## config.mk

```make
export PLATFORM = sky130hd
export DESIGN_NAME = serializer_arbiter
export DESIGN_NICKNAME = d
export VERILOG_FILES = /design/src/rtl/serializer_pkg.sv /design/src/rtl/serializer_arbiter_rr.sv /design/src/rtl/serializer_arbiter.sv
export SDC_FILE = /design/constraint.sdc
export NUM_CORES = 1
export LEC_CHECK = 0
export CORE_UTILIZATION = 39
export CTS_CLUSTER_SIZE = 30
export DETAILED_ROUTE_END_ITERATION = 6
export HOLD_SLACK_MARGIN = 0.15
export PLACE_DENSITY = 0.82
export SKIP_CTS_REPAIR_TIMING = 1
export SYNTH_ARGS = -nofsm -noshare
export SYNTH_HDL_FRONTEND = slang
export SYNTH_SLANG_ARGS = --single-unit
```

## constraint.sdc

```tcl
create_clock -name clk -period 3 [get_ports clk]
set_input_delay 0.3 -clock clk [delete_from_list [all_inputs] [get_ports clk]]
set_output_delay 0.3 -clock clk [all_outputs]
set_load 0.1 [all_outputs]
```

## src/rtl/serializer_pkg.sv

```systemverilog
// Definitions shared by the serializer arbiter slice: the FSM state
// encoding and the default serializer address width.
package serializer_pkg;
    localparam int SER_ADDRW = 24;

    typedef enum logic [1:0] {
        IDLE,
        ISSUE,
        BUSY,
        DONE
    } state_t;
endpackage

```

## src/rtl/serializer_arbiter_rr.sv

```systemverilog
// Combinational round-robin pick. The scan starts one past the pointer, so the
// requester served most recently gets the lowest priority.
module rr_arbiter #(
    parameter int N  = 4,
    parameter int IW = (N > 1) ? $clog2(N) : 1
) (
    input  logic [N-1:0]  i_req,
    input  logic [IW-1:0] i_ptr,
    output logic [N-1:0]  o_grant,
    output logic [IW-1:0] o_idx,
    output logic          o_any
);
    logic [IW-1:0] w_cand;
    logic          w_found;

    always_comb begin
        o_grant = '0;
        o_idx   = '0;
        w_found = 1'b0;
        w_cand  = '0;
        for (int k = 1; k <= N; k++) begin
            w_cand = IW'((int'(i_ptr) + k) % N);
            if (!w_found && i_req[w_cand]) begin
                w_found          = 1'b1;
                o_grant[w_cand]  = 1'b1;
                o_idx            = w_cand;
            end
        end
        o_any = w_found;
    end
endmodule

```

## src/rtl/serializer_arbiter.sv

```systemverilog
// Shares one SPI serializer between NREQ requesters: round-robin grant,
// request handshake, completion/timeout tracking and a per-owner response pulse.
module serializer_arbiter
    import serializer_pkg::*;
#(
    parameter int NREQ    = 4,
    parameter int ADDRW   = SER_ADDRW,
    parameter int TIMEOUT = 1024,
    parameter int TCNTW   = 11
) (
    input  logic                    clk,
    input  logic                    rst_n,
    input  logic [NREQ-1:0]         req_valid,
    input  logic [NREQ*ADDRW-1:0]   req_addr,
    output logic [NREQ-1:0]         req_ack,
    output logic [NREQ-1:0]         rsp_valid,
    output logic                    rsp_err,
    output logic                    ser_valid,
    output logic [ADDRW-1:0]        ser_addr,
    input  logic                    ser_ready,
    input  logic                    ser_err,
    output logic                    busy,
    output logic [$clog2(NREQ)-1:0] grant_id,
    output logic                    timeout_flag
);
    localparam int               GIDW   = $clog2(NREQ);
    localparam bit               TEN    = (TIMEOUT != 0);
    localparam logic [TCNTW-1:0] TLIMIT = TEN ? TCNTW'(TIMEOUT - 1) : '0;

    state_t           r_state, w_next_state;
    logic [TCNTW-1:0] r_timer;
    logic [GIDW-1:0]  r_ptr, r_grant, w_idx;
    logic [ADDRW-1:0] r_addr, w_sel_addr;
    logic [NREQ-1:0]  r_ack, w_onehot;
    logic             r_err, r_seen_low, r_tflag;
    logic             w_any, w_tmo_hit, w_complete;

    rr_arbiter #(.N(NREQ), .IW(GIDW)) u_rr (
        .i_req   (req_valid),
        .i_ptr   (r_ptr),
        .o_grant (w_onehot),
        .o_idx   (w_idx),
        .o_any   (w_any)
    );

    assign w_tmo_hit  = TEN && (r_timer == TLIMIT);
    assign w_complete = r_seen_low && ser_ready;

    // Acceptance and completion take priority over a timeout landing in the same cycle.
    always_comb begin
        w_next_state = r_state;
        case (r_state)
            IDLE:  if (w_any) w_next_state = ISSUE;
            ISSUE: begin
                if (ser_ready)      w_next_state = BUSY;
                else if (w_tmo_hit) w_next_state = DONE;
            end
            BUSY:  if (w_complete || w_tmo_hit) w_next_state = DONE;
            DONE:  w_next_state = IDLE;
            default: w_next_state = IDLE;
        endcase
    end

    always_comb begin
        w_sel_addr = '0;
        for (int i = 0; i < NREQ; i++) begin
            if (w_onehot[i]) w_sel_addr = req_addr[i*ADDRW +: ADDRW];
        end
        rsp_valid = '0;
        if (r_state == DONE) rsp_valid[r_grant] = 1'b1;
    end

    always_ff @(posedge clk or negedge rst_n) begin
        if (!rst_n) begin
            r_state    <= IDLE;
            r_timer    <= '0;
            r_ptr      <= GIDW'(NREQ - 1);
            r_grant    <= '0;
            r_addr     <= '0;
            r_ack      <= '0;
            r_err      <= 1'b0;
            r_seen_low <= 1'b0;
            r_tflag    <= 1'b0;
        end else begin
            r_state <= w_next_state;
            r_ack   <= '0;
            case (r_state)
                IDLE: begin
                    r_timer <= '0;
                    r_err   <= 1'b0;
                    if (w_any) begin
                        r_addr  <= w_sel_addr;
                        r_grant <= w_idx;
                        r_ack   <= w_onehot;
                    end
                end
                ISSUE: begin
                    if (ser_ready) begin
                        r_timer    <= '0;
                        r_seen_low <= 1'b0;
                    end else if (w_tmo_hit) begin
                        r_err   <= 1'b1;
                        r_tflag <= 1'b1;
                    end else if (r_timer != '1) begin
                        r_timer <= r_timer + 1'b1;
                    end
                end
                BUSY: begin
                    if (w_complete) begin
                        r_err <= ser_err;
                    end else if (w_tmo_hit) begin
                        r_err   <= 1'b1;
                        r_tflag <= 1'b1;
                    end else begin
                        if (r_timer != '1) r_timer <= r_timer + 1'b1;
                        if (!ser_ready)    r_seen_low <= 1'b1;
                    end
                end
                DONE:    r_ptr <= r_grant;
                default: ;
            endcase
        end
    end

    assign req_ack      = r_ack;
    assign rsp_err      = (r_state == DONE) && r_err;
    assign ser_valid    = (r_state == ISSUE);
    assign ser_addr     = r_addr;
    assign busy         = (r_state != IDLE);
    assign grant_id     = r_grant;
    assign timeout_flag = r_tflag;
endmodule
```

# Word-level counts from Yosys, hierarchy flattened
# Cells that the tools add are included.
classes:
  n_addsub: 5
  mux: 60
  bitwise_logic: 3
  magnitude_cmp: 10
  n_reduce_logical: 24
  n_eq_ne: 13
op_table:
  columns: ["cell", "n"]
  rows:
  - ["$mux 24", 4]
  - ["$mux 11", 4]
  - ["$pmux 11 s3", 1]
  - ["$mux 4", 7]
  - ["$mux 1", 23]
  - ["$mux 2", 8]
  - ["$lt 2x3->1 const B", 5]
  - ["$or 4x4->4", 3]
  - ["$add 11x1->11 const B", 1]
  - ["$eq 11x10->1 const B", 1]
  - ["$ne 11x11->1 const B", 1]
  - ["$demux 1 s2", 5]
  - ["$ge 2x1->1 const B", 5]
  - ["$logic_and 1x1->1", 10]
  - ["$ne 2x2->1 const B", 5]
  - ["$bmux 1 s2", 4]
  - ["$pmux 2 s4", 1]
  - ["$reduce_and 2->1", 3]
  - ["$reduce_and 3->1", 2]
  - ["$reduce_and 5->1", 1]
  - ["$add 2x1->2 const B", 2]
  - ["$add 2x2->2 const B", 2]
  - ["$eq 2x2->1 const B", 2]
  - ["$ne 2x1->1 const B", 2]
  - ["other kinds (9)", 13]
totals:
  reg_bits: 48
  word_cells: 124
  in_bits: 104

# Depth between registers and ports, before layout
depth:
  word_depth: 17
  mapped_depth: 11
  depth_no_buf: 8

# Hierarchy
# A second synthesis with hierarchy kept.
hier_totals:
  cells_unflattened: 406
  area_unflattened_um2: 3477.1
by_module_without_submodules:
  columns: ["module", "area_per_inst_um2", "cells_per_inst", "n_inst", "seq_area_each_um2"]
  rows:
  - ["serializer_arbiter", 2847.7, 320, 1, 1203.7]
  - ["rr_arbiter", 629.4, 86, 1, 0.0]

# Least setup slack after synthesis
# Ideal clock, no wire load.
synth_path:
  path_kind: "reg-to-output"
  start: "register r_grant[1] (netlist: grant_id[1])"
  end: "output rsp_valid[0]"
  t_arrival_ns: 3.130
  stages_incl_launch_ff: 2
  setup_slack_ns: -0.430
  required_time_ns: 2.700
  path_buffers: 0
  path_cell_list: "dfrtp_1 nor3b_1"
synth_between:
  elab_chain_cells: 5
synth_lines:
  columns: ["item", "line", "rtl"]
  rows:
  - ["from (decl)", "serializer_arbiter.sv:32", "logic [GIDW-1:0] r_ptr, r_grant, w_idx;"]
  - ["from (signal assigned)", "serializer_arbiter.sv:93", "r_grant <= w_idx;"]
  - ["$lt 2x3->1 (not written as such) or $ge 2x1->1 (tied branches)", "serializer_arbiter.sv:70", "if (r_state == DONE) rsp_valid[r_grant] = 1'b1;"]
  - ["$logic_and 1x1->1 (not written as such)", "serializer_arbiter.sv:70", null]
  - ["$mux 1 (not written as such)", "serializer_arbiter.sv:70", null]
  - ["$demux 1 s2 *", "serializer_arbiter.sv:70", null]
  - ["$mux 4 *", "serializer_arbiter.sv:70", null]
  - ["to (decl)", "serializer_arbiter.sv:16", "output logic [NREQ-1:0] rsp_valid,"]
# Mark *: on every way between the ends. The rest lies on a longest branch, timed or not.

# Worst setup path after layout
layout_path:
  start: "register r_ptr[0]"
  end: "register r_addr[4] (netlist: ser_addr[4])"
layout_between:
  elab_chain_cells: 17
layout_lines:
  columns: ["item", "line", "rtl"]
  rows:
  - ["from (decl)", "serializer_arbiter.sv:32", null]
  - ["from (signal assigned)", "serializer_arbiter.sv:77", "r_ptr <= GIDW'(NREQ - 1);"]
  - ["from (signal assigned)", "serializer_arbiter.sv:119", "DONE: r_ptr <= r_grant;"]
  - ["branches (longest 17 deep; another with $lt 2x3->1)", null, null]
  - ["to (signal assigned)", "serializer_arbiter.sv:92", "r_addr <= w_sel_addr;"]
  - ["to (decl)", "serializer_arbiter.sv:33", "logic [ADDRW-1:0] r_addr, w_sel_addr;"]
# Parallel ways; which one is timed is not known. The select of a mux whose other input is x is not followed.
# A chain may end at the register's enable or synchronous reset.

==> impl_metrics.json <==
{
  "synth_seq_cells": 48,
  "vias": 3816,
  "drtIter0Drc": 321,
  "grt_usage_pct": 25.2,
  "ys_seq_area_share_pct": 35.9,
  "max-slew-margin-rel_pct": 21.7,
  "finalClockSkew_ns": 0.00711,
  "avgSynthCellArea_um2": 8.77,
  "wirelength_um": 11900,
  "syn_nets": 499,
  "routedWlPerCell_um": 18.5,
  "crit_chain": "inv_1 -> ha_4 -> mux4_2 -> buf_12 -> nor3b_4 -> buf_6 -> a221oi_2 -> and2_1 -> buf_4 -> a311oi_2 -> o211ai_1",
  "mostFrequentLayoutCells": "clkdlybuf4s50_1, buf_4, dfrtp_1",
  "syn_inst": 382,
  "placed_cell_area_um2": 4970,
  "final_common_cell": "clkdlybuf4s50_1",
  "hold_class": "primary input to asynchronous set/reset pin",
  "cts_buffers": 5,
  "cts-root-buf": "clkbuf_8",
  "ys.flop_type": "dfrtp_1",
  "portBuffers": 141,
  "leakage_uw": 0.00211,
  "multiInputGateArea_um2": 2130,
  "nFillCells": 706,
  "synth.distinct_cells": 51,
  "worst_pin_slew_ns": 1.17,
  "grt_pass1_vias": 3721,
  "yosysWarningCount": 0,
  "firstDrtPassIters": 5,
  "die_w_um": 94.7,
  "yosysTopAreaCell": "dfrtp_1",
  "final_nets": 653,
  "ant_nets": 0,
  "remaining_drc_errors": 0,
  "ff_latch_area_um2": 1200,
  "antenna_found_initial": 0,
  "drive_gt1_share_pct": 19.7,
  "io_pins": 142,
  "fp.dieH_um": 94.7,
  "stdcell_area_um2": 5260,
  "synthArstFlopShare_pct": 100,
  "grt_max_degree": 49,
  "grt_pass1_wl_um": 17600,
  "insertion_delay_ns": 0.30,
  "insertedDiodeCount": 0,
  "rsz0062_at_grt": "yes",
  "dp_hpwl_um": 8280,
  "clock-sinks": 48,
  "cap_viol_max_count": 0,
  "cpMaxStageDelayCell": "dfstp_2",
  "syn_to_final_growth_pct": 56.9,
  "period_share_pct": 100,
  "worst_slack_ns": -0.00263,
  "cts_max_level": 2,
  "crit_fanout": 12,
  "maxSlewViolCount": 0,
  "outcome": "complete, but fails checks",
  "core-area_um2": 8260,
  "via_per_inst": 5.94,
  "globalRoute.totalOverflow": 0,
  "synthesis.area_um2": 3350,
  "cts_tree": "built",
  "crit_required_ns": 3.17,
  "worstSetupPathType": "register to register",
  "synthTopCellsByArea": "dfrtp_1, a311oi_1, o211ai_1",
  "rows": 33,
  "ir_drop_mv": 0.786,
  "cp_slowest_stage_delay_ns": 0.56,
  "end_kind": "register",
  "synth_edf_count": 0,
  "clkTransAtPathRegs_ns": 0.09,
  "initial_core_util_pct": 40.6,
  "worstPathArrival_ns": 3.17,
  "clockBufferDepth": 2,
  "final_util_pct": 63.7,
  "gp_congestion": 0.877,
  "violations": "setup timing",
  "fin_crit_ns": 3.00,
  "powerDensity_nw_per_um2": 1280,
  "die_area_um2": 8970,
  "hold_viol": 0,
  "fmax_mhz": 333,
  "worstSetupStartpointType": "register",
  "synth_top_area_share_pct": 34.4,
  "setup_violations": 1
}
critical path: cells and delay by family, from the launching register on:
kind	cells	cell delay, ns
buf+inv	4	0.62
mux	1	0.36
flops	1	0.56
compound gates	3	0.54
fa+ha+maj	1	0.31
simple gates	2	0.49
routing by layer:
layer	routed length [um]	GRT usage (%)	vias to the layer above
met5	0	0	-
met2	6060	44.2	210
met3	889	5.56	17
met1	4790	30.7	1832
li1	-	-	1757
met4	168	7.83	0
cell type report:
class,instances,share of cell area (%)
Sequential cell,48,22.9
Timing Repair Buffer,174,31.4
Clock inverter,2,0.666
Inverter,8,0.571
Tap cell,105,2.50
Multi-Input combinational cell,299,40.6
Clock buffer,6,1.38
synthesized netlist by cell type, types with 2 or more instances:
library cell  count
nor2b_1           4
xor2_1            3
a311oi_1         24
xnor2_1           2
buf_2             6
nor3b_1           2
o22ai_1           2
inv_1             8
o21ai_0          35
dfrtp_1          46
a21boi_1          3
buf_6             4
a21oi_1          11
nand4_1           2
nand2b_1          4
ha_1             13
a221oi_1          3
o211ai_1         27
a41oi_1           2
o21ai_1           3
o31ai_1           4
a221o_1           2
and2_1            5
a21boi_0         23
clkbuf_1         17
a31oi_1           2
dfstp_2           2
nand3_1          28
and3_1            3
nor4_1            3
nand2_1          44
nor2_1           21
mux4_2            3
and3b_1           2
mux2i_1           3
report_power, final:
group,leakage (uW),switching (uW),total [uW],internal (uW)
logic,0.00143,3480,5180,1700
clock network,0.0000552,216,463,248
registers,0.000621,174,1070,892
total,0.00211,3870,6710,2840
metrics by stage:
stage	cells	setup slack [ns]	TNS (ns)	power (uW)	hold WS [ns]
after floorplan	382	0.0252	0	4440	0.00441
after global placement	628	-0.236	-4.86	5740	0.454
after detailed placement	628	-0.468	-9.71	5860	0.458
after CTS	636	-0.330	-6.67	6340	0.217
after global routing	642	-0.0704	-0.414	7040	0.280
final	642	-0.00263	-0.00263	6710	0.183
logic make-up (layout without fill, tap and decap cells):
logic type / count (synthesis) / in the layout / share of synthesized area [%]
flops: 48 / 48 / 35.9
xor+xnor: 5 / 5 / 1.31
mux: 7 / 7 / 3.25
fa+ha+maj: 13 / 13 / 4.85
compound gates: 150 / 151 / 31.8
buf+inv: 36 / 190 / 5.15
simple gates: 123 / 123 / 17.7
state kept, by name (all words and copies together) (netlist names):
register	flops
timeout_flag	1
r_state	2
r_err	1
r_seen_low	1
r_ptr	2
req_ack	4
grant_id	2
r_timer	11
ser_addr	24
path summary, 6_finish.rpt:
path / start / endpoint / cells after the start / slack (ns)
setup / recovery: r_ptr[0] / ser_addr[4] / 11 / -0.003
hold / removal: rst_n / ser_addr[23] / 1 / 0.18
setup reg to reg: r_ptr[0] / ser_addr[4] / 11 / -0.003
hold reg to reg: timeout_flag / timeout_flag / 1 / 0.48
max in group asynchronous: rst_n / ser_addr[6] / 1 / 2.17
min in group clk: timeout_flag / timeout_flag / 1 / 0.48
(Power assumes the default switching activity.)
